===== src/rtl/vdcmul_pipe.sv =====
// rtl/vdcmul_pipe.sv - three-stage quadrant-split multiplier with valid/ready and tag; VDCMUL_SIGNED_EN adds sgn
module vdcmul_pipe #(
    parameter int WIDTH = 32,
    parameter int TAG_W = 4
) (
    input  logic               clk,
    input  logic               rst,
    input  logic               in_valid,
    output logic               in_ready,
    input  logic [WIDTH-1:0]   x,
    input  logic [WIDTH-1:0]   y,
    input  logic [TAG_W-1:0]   in_tag,
`ifdef VDCMUL_SIGNED_EN
    input  logic               sgn,
`endif
    output logic               out_valid,
    input  logic               out_ready,
    output logic [2*WIDTH-1:0] prod,
    output logic [TAG_W-1:0]   out_tag,
    output logic               busy
);
    localparam int H  = WIDTH / 2;
    localparam int PW = 2 * H;
    localparam int MW = PW + 2;
    localparam int OW = 2 * WIDTH;

    logic             w_adv;
    logic [WIDTH-1:0] w_xm;
    logic [WIDTH-1:0] w_ym;
    logic             w_neg;
    logic [H-1:0]     w_xl;
    logic [H-1:0]     w_xh;
    logic [H-1:0]     w_yl;
    logic [H-1:0]     w_yh;
    logic [PW-1:0]    w_pp1;
    logic [PW-1:0]    w_pp2;
    logic [PW-1:0]    w_pp3;
    logic [PW-1:0]    w_pp4;
    logic [MW-1:0]    w_mid;
    logic [PW-1:0]    w_top;
    logic [OW-1:0]    w_mag;
    logic [OW-1:0]    w_res;

    logic             r1_valid;
    logic [TAG_W-1:0] r1_tag;
    logic             r1_neg;
    logic [PW-1:0]    r1_pp1;
    logic [PW-1:0]    r1_pp2;
    logic [PW-1:0]    r1_pp3;
    logic [PW-1:0]    r1_pp4;

    logic             r2_valid;
    logic [TAG_W-1:0] r2_tag;
    logic             r2_neg;
    logic [MW-1:0]    r2_mid;
    logic [H-1:0]     r2_lo;
    logic [PW-1:0]    r2_pp4;

    logic             r3_valid;
    logic [OW-1:0]    r3_prod;
    logic [TAG_W-1:0] r3_tag;

    assign w_adv    = !r3_valid || out_ready;
    assign in_ready = w_adv;

`ifdef VDCMUL_SIGNED_EN
    logic w_xneg;
    logic w_yneg;
    // The most negative operand negates to itself, which is its correct unsigned magnitude.
    assign w_xneg = sgn & x[WIDTH-1];
    assign w_yneg = sgn & y[WIDTH-1];
    assign w_xm   = w_xneg ? (~x + WIDTH'(1)) : x;
    assign w_ym   = w_yneg ? (~y + WIDTH'(1)) : y;
    assign w_neg  = w_xneg ^ w_yneg;
`else
    assign w_xm  = x;
    assign w_ym  = y;
    assign w_neg = 1'b0;
`endif

    assign w_xl  = w_xm[H-1:0];
    assign w_xh  = w_xm[WIDTH-1:H];
    assign w_yl  = w_ym[H-1:0];
    assign w_yh  = w_ym[WIDTH-1:H];

    assign w_pp1 = PW'(w_xl) * PW'(w_yl);
    assign w_pp2 = PW'(w_xl) * PW'(w_yh);
    assign w_pp3 = PW'(w_xh) * PW'(w_yl);
    assign w_pp4 = PW'(w_xh) * PW'(w_yh);

    assign w_mid = MW'(r1_pp2) + MW'(r1_pp3) + MW'(r1_pp1[PW-1:H]);

    // Final carry into the top quadrant cannot overflow: the full product fits in 2*WIDTH bits.
    assign w_top = r2_pp4 + PW'(r2_mid[MW-1:H]);
    assign w_mag = {w_top, r2_mid[H-1:0], r2_lo};
    assign w_res = r2_neg ? (~w_mag + OW'(1)) : w_mag;

    always_ff @(posedge clk or posedge rst) begin
        if (rst) begin
            r1_valid <= 1'b0;
            r1_tag   <= '0;
            r1_neg   <= 1'b0;
            r1_pp1   <= '0;
            r1_pp2   <= '0;
            r1_pp3   <= '0;
            r1_pp4   <= '0;
            r2_valid <= 1'b0;
            r2_tag   <= '0;
            r2_neg   <= 1'b0;
            r2_mid   <= '0;
            r2_lo    <= '0;
            r2_pp4   <= '0;
            r3_valid <= 1'b0;
            r3_prod  <= '0;
            r3_tag   <= '0;
        end else if (w_adv) begin
            r1_valid <= in_valid;
            r1_tag   <= in_tag;
            r1_neg   <= w_neg;
            r1_pp1   <= w_pp1;
            r1_pp2   <= w_pp2;
            r1_pp3   <= w_pp3;
            r1_pp4   <= w_pp4;
            r2_valid <= r1_valid;
            r2_tag   <= r1_tag;
            r2_neg   <= r1_neg;
            r2_mid   <= w_mid;
            r2_lo    <= r1_pp1[H-1:0];
            r2_pp4   <= r1_pp4;
            r3_valid <= r2_valid;
            r3_prod  <= w_res;
            r3_tag   <= r2_tag;
        end
    end

    assign out_valid = r3_valid;
    assign prod      = r3_prod;
    assign out_tag   = r3_tag;
    assign busy      = r1_valid | r2_valid | r3_valid;

endmodule


===== config.mk =====
export PLATFORM = sky130hd
export DESIGN_NAME = vdcmul_pipe
export DESIGN_NICKNAME = d
export VERILOG_FILES = /design/src/rtl/vdcmul_pipe.sv
export SDC_FILE = /design/constraint.sdc
export NUM_CORES = 2
export LEC_CHECK = 0
export ABC_AREA = 1
export CORE_ASPECT_RATIO = 1.75
export CORE_MARGIN = 2
export CORE_UTILIZATION = 30
export CTS_BUF_LIST = sky130_fd_sc_hd__clkbuf_4
export DETAILED_ROUTE_END_ITERATION = 12
export DONT_BUFFER_PORTS = 1
export PLACE_DENSITY_LB_ADDON = 0.12
export SKIP_LAST_GASP = 1
export SYNTH_ARGS = -nofsm -noshare
export SYNTH_HDL_FRONTEND = slang
export SYNTH_SLANG_ARGS = --single-unit

===== constraint.sdc =====
create_clock -name clk -period 13.8 [get_ports clk]
set_clock_uncertainty 0.15 [all_clocks]
set_input_delay 2.76 -clock clk [delete_from_list [all_inputs] [get_ports clk]]
set_output_delay 2.76 -clock clk [all_outputs]
set_load 0.02 [all_outputs]

==> impl_metrics.csv <==
group,metric,value,unit
sta,setup-tns-final,0,ns
route,detail_route.vias_per_cell,4.48,
yosys,syn_nets,8668,
yosys,synthArstFlopShare,1.00,
yosys,synth_top_area_share,0.303,
clock_network,tritoncts,"done",
yosys,ys_seq_elements,289,
yosys,synth_adder_area_share,0.418,
placed_design,io_buffers,0,
sta,finalCriticalPeriod,7.30,ns
clock_network,cts_buffer_depth,3,
sta,grt_setup_unrepaired,"no",
critical_path,worstSetupPathType,"primary input to flip-flop",
critical_path,cp_data_arrival_time,7.85,ns
floorplanning,core-area,0.174,mm2
critical_path,buffers_plus_inverters_on_the_worst_setup_path,5,
sta,fmax,0.137,GHz
sta,fin_crit_sh,0.529,
critical_path,worst_path_most_repeated_cell,"sky130_fd_sc_hd__fa_1",
clock_network,clock_tree.root_cell,"sky130_fd_sc_hd__clkbuf_4",
clock_network,clk_latency,0.84,ns
min_path,timing.hold.worst.class,"flip-flop to flip-flop",
run_status,run_status,"finished clean",
route,route.detailed.drc,0,
flow_run,cap_violations,0,
yosys,synth_compound_gate_area_share,0.0330,
floorplanning,floorplan.die.height,557,um
floorplanning,initial_core_utilization,0.301,
clock_network,clock-sinks,289,
sta,worst_slew_margin_relative_to_its_limit,0.368,
grt,first_pass_grt_wire_length,272000,um
yosys,syn_area,0.0524,mm2
yosys,synth.area.mux_share,0,
yosys,ys_top_cells_by_area,"sky130_fd_sc_hd__fa_1 (30%), sky130_fd_sc_hd__nand2_1 (18%), sky130_fd_sc_hd__inv_1 (14%), sky130_fd_sc_hd__dfrtp_1 (14%), sky130_fd_sc_hd__ha_1 (11%)",
grt,globalRoute.busiestLayer,"met2",
route,detail_route.first_pass.iterations,6,
floorplanning,io_pins,143,
floorplanning,die-area,0.178,mm2
yosys,synth_cell_types,38,
critical_path,cpPeakStageDelay,0.54,ns
critical_path,critical_path.startpoint_type,"primary input",
grt,grt_pass1_vias,45945,
yosys,synth_largest_area_cell,"sky130_fd_sc_hd__fa_1",
yosys,syn-instance-count,7321,
route,wl_per_cell,18.3,um
grt,met1_usage,0.245,
sta,final-setup-viol-count,0,
critical_path,critical_path_peak_fanout,32,
floorplanning,row_count,203,
route,ant_nets,0,
final_layout,design.final.nets,8495,
critical_path,worstPathRequired,14.35,ns
grt,grt_overflow_total,0,
yosys,synth_enable_flop_cells,0,
clock_network,cts.repair_timing.setup_buffer_count,0,
yosys,sequential_cell_area_fraction_in_the_yosys_report,0.138,
sta,worst-slew-pin-transition,0.948,ns
yosys,ys_dominant_reg_cell,"sky130_fd_sc_hd__dfrtp_1",
yosys,synth_commonest_cells,"sky130_fd_sc_hd__nand2_1 (2551), sky130_fd_sc_hd__inv_1 (1952), sky130_fd_sc_hd__fa_1 (794)",
final_layout,share_of_final_layout_standard_cells_stronger_than_drive_strength_1,0.0267,
placed_design,routabilityCongestion,0.880,
grt,global_route_total_usage_across_every_layer,0.199,
clock_network,cts-buffers-inserted,72,
clock_network,post_cts.resized_instances,0,
grt,globalRouteMet3Util,0.0186,
clock_network,cts-hold-fix-buffers,0,
critical_path,cells_along_the_critical_path,"nand2_1 -> inv_1 -> fa_1 -> inv_1 -> fa_1 -> fa_1 -> fa_1 -> inv_1 -> fa_1 -> inv_1 -> fa_1 -> inv_1 -> ha_1 -> nand2_1 -> nor2_1 -> nand3_1 -> nand3_1 -> nand3_1 -> nand2_1 -> nand2_1 -> nand3_1 -> nand2_1",
sta,timing.final.hold_violations,0,
route,totalWireLength,173000,um
sta,slew_viol_final,0,
grt,groute.layer.met2.usage,0.366,
yosys,synth_xor_area_frac,0.0130,
yosys,synthesis.yosys.warnings,0,
route,vias,42405,
grt,largest_net_degree_at_the_start_of_global_routing,203,
final_layout,area.growth.synth_to_final,5.39,%
critical_path,cp_slowest_cell,"sky130_fd_sc_hd__fa_1",
sta,setup_ws,6.50,ns
grt,grt_antenna_before_repair,2,
critical_path,timing.critical_path.to_type,"flip-flop",
yosys,synth_top_family_by_area,"adder cells",
critical_path,critPathTopFamily,"adder cells",
yosys,post_synth_and_or_nand_nor_area_fraction,0.238,
placed_design,preCtsSetupSlack,5.63,ns
clock_network,cts-htree-levels,3,
floorplanning,floorplan.die.width,320,um
yosys,syn_avg_cell_area,7.16,um2
yosys,yosys.cell_count.top_type,"sky130_fd_sc_hd__nand2_1",
route,initialDrtViolationCount,2113,
placed_design,dpl.hpwl,134000,um
clock_network,path_clk_slew,0.09,ns
==> state kept, by name, summed over array words and instances, names as in the netlist <==
name	flops
r2_tag	4
r2_lo	16
out_tag	4
r2_valid	1
r1_pp3	32
r1_tag	4
r1_pp1	32
out_valid	1
r1_pp4	32
prod	64
r1_valid	1
r2_pp4	32
r1_pp2	32
r2_mid	34
==> worst min-delay path: cells and delay by family, from the launching register on <==
family           cells  cell delay (ns)
flip-flops           1             0.34
AND/OR/NAND/NOR      2             0.12
==> cells by family after synthesis <==
logic type,Yosys count
simple gates,3135
buf+inv,2213
fa+ha+maj,1275
compound gates,331
flops,289
xor+xnor,78
==> layout by cell type, fill, tap and decap left out, drive strengths merged, types with 2 or more instances in the layout <==
master,count
ha,481
nand4,25
o21ai,179
o21bai,21
nand3,270
xnor2,69
nand2,2571
bufinv,2
and2,4
nand3b,19
nor3,16
clkinv,20
diode,2
inv,1959
or2,3
fa,794
xor2,9
clkbuf,100
a21oi,127
clkinvlp,2
buf,8
nor2,225
dfrtp,289
==> layout make-up <==
| type | instances | area, um2 |
|---|---|---|
| fill | 19262 | 119000 |
| multi-input combinational | 4819 | 36800 |
| inverter | 1958 | 7360 |
| sequential | 289 | 7230 |
| tap | 2255 | 2820 |
| clock buffer | 100 | 751 |
| clock inverter | 25 | 161 |
| timing repair buffer | 8 | 85.1 |
| antenna | 2 | 5.00 |
==> per-stage QoR <==
stage,instances,utilization,hold slack [ns],area (um2)
2_1_floorplan,7321,-,0.292,52400
3_3_place_gp,9329,0.312,0.306,54300
3_5_place_dp,9329,0.312,0.306,54300
4_1_cts,9454,0.317,0.283,55200
5_1_grt,9456,0.317,0.309,55200
6_report,9456,0.317,0.273,55200
==> layer usage <==
layer,vias to the layer above,wire [um],part of all wire
met2,741,88700,0.51
met4,0,4650,0.027
li1,20765,-,-
met1,20720,73900,0.43
met5,-,0,0
met3,179,6160,0.036
==> path summary, 6_finish.rpt <==
path,from,endpoint,slack [ns],depth (start not counted)
max,y[4],r1_pp1[21]$_DFFE_PP0P_,6.50,22
min,r1_pp4[7]$_DFFE_PP0P_,r2_pp4[7]$_DFFE_PP0P_,0.27,2
max reg2reg,r1_pp1[17]$_DFFE_PP0P_,r2_mid[29]$_DFFE_PP0P_,10.66,14
min reg2reg,r1_pp4[7]$_DFFE_PP0P_,r2_pp4[7]$_DFFE_PP0P_,0.27,2
max in group asynchronous,rst,r1_pp4[29]$_DFFE_PP0P_,9.68,3
min in group asynchronous,rst,out_tag[1]$_DFFE_PP0P_,1.65,1
Power is not shown: default switching activity piles up to over one toggle a cycle in this logic, so the estimate is an artifact.
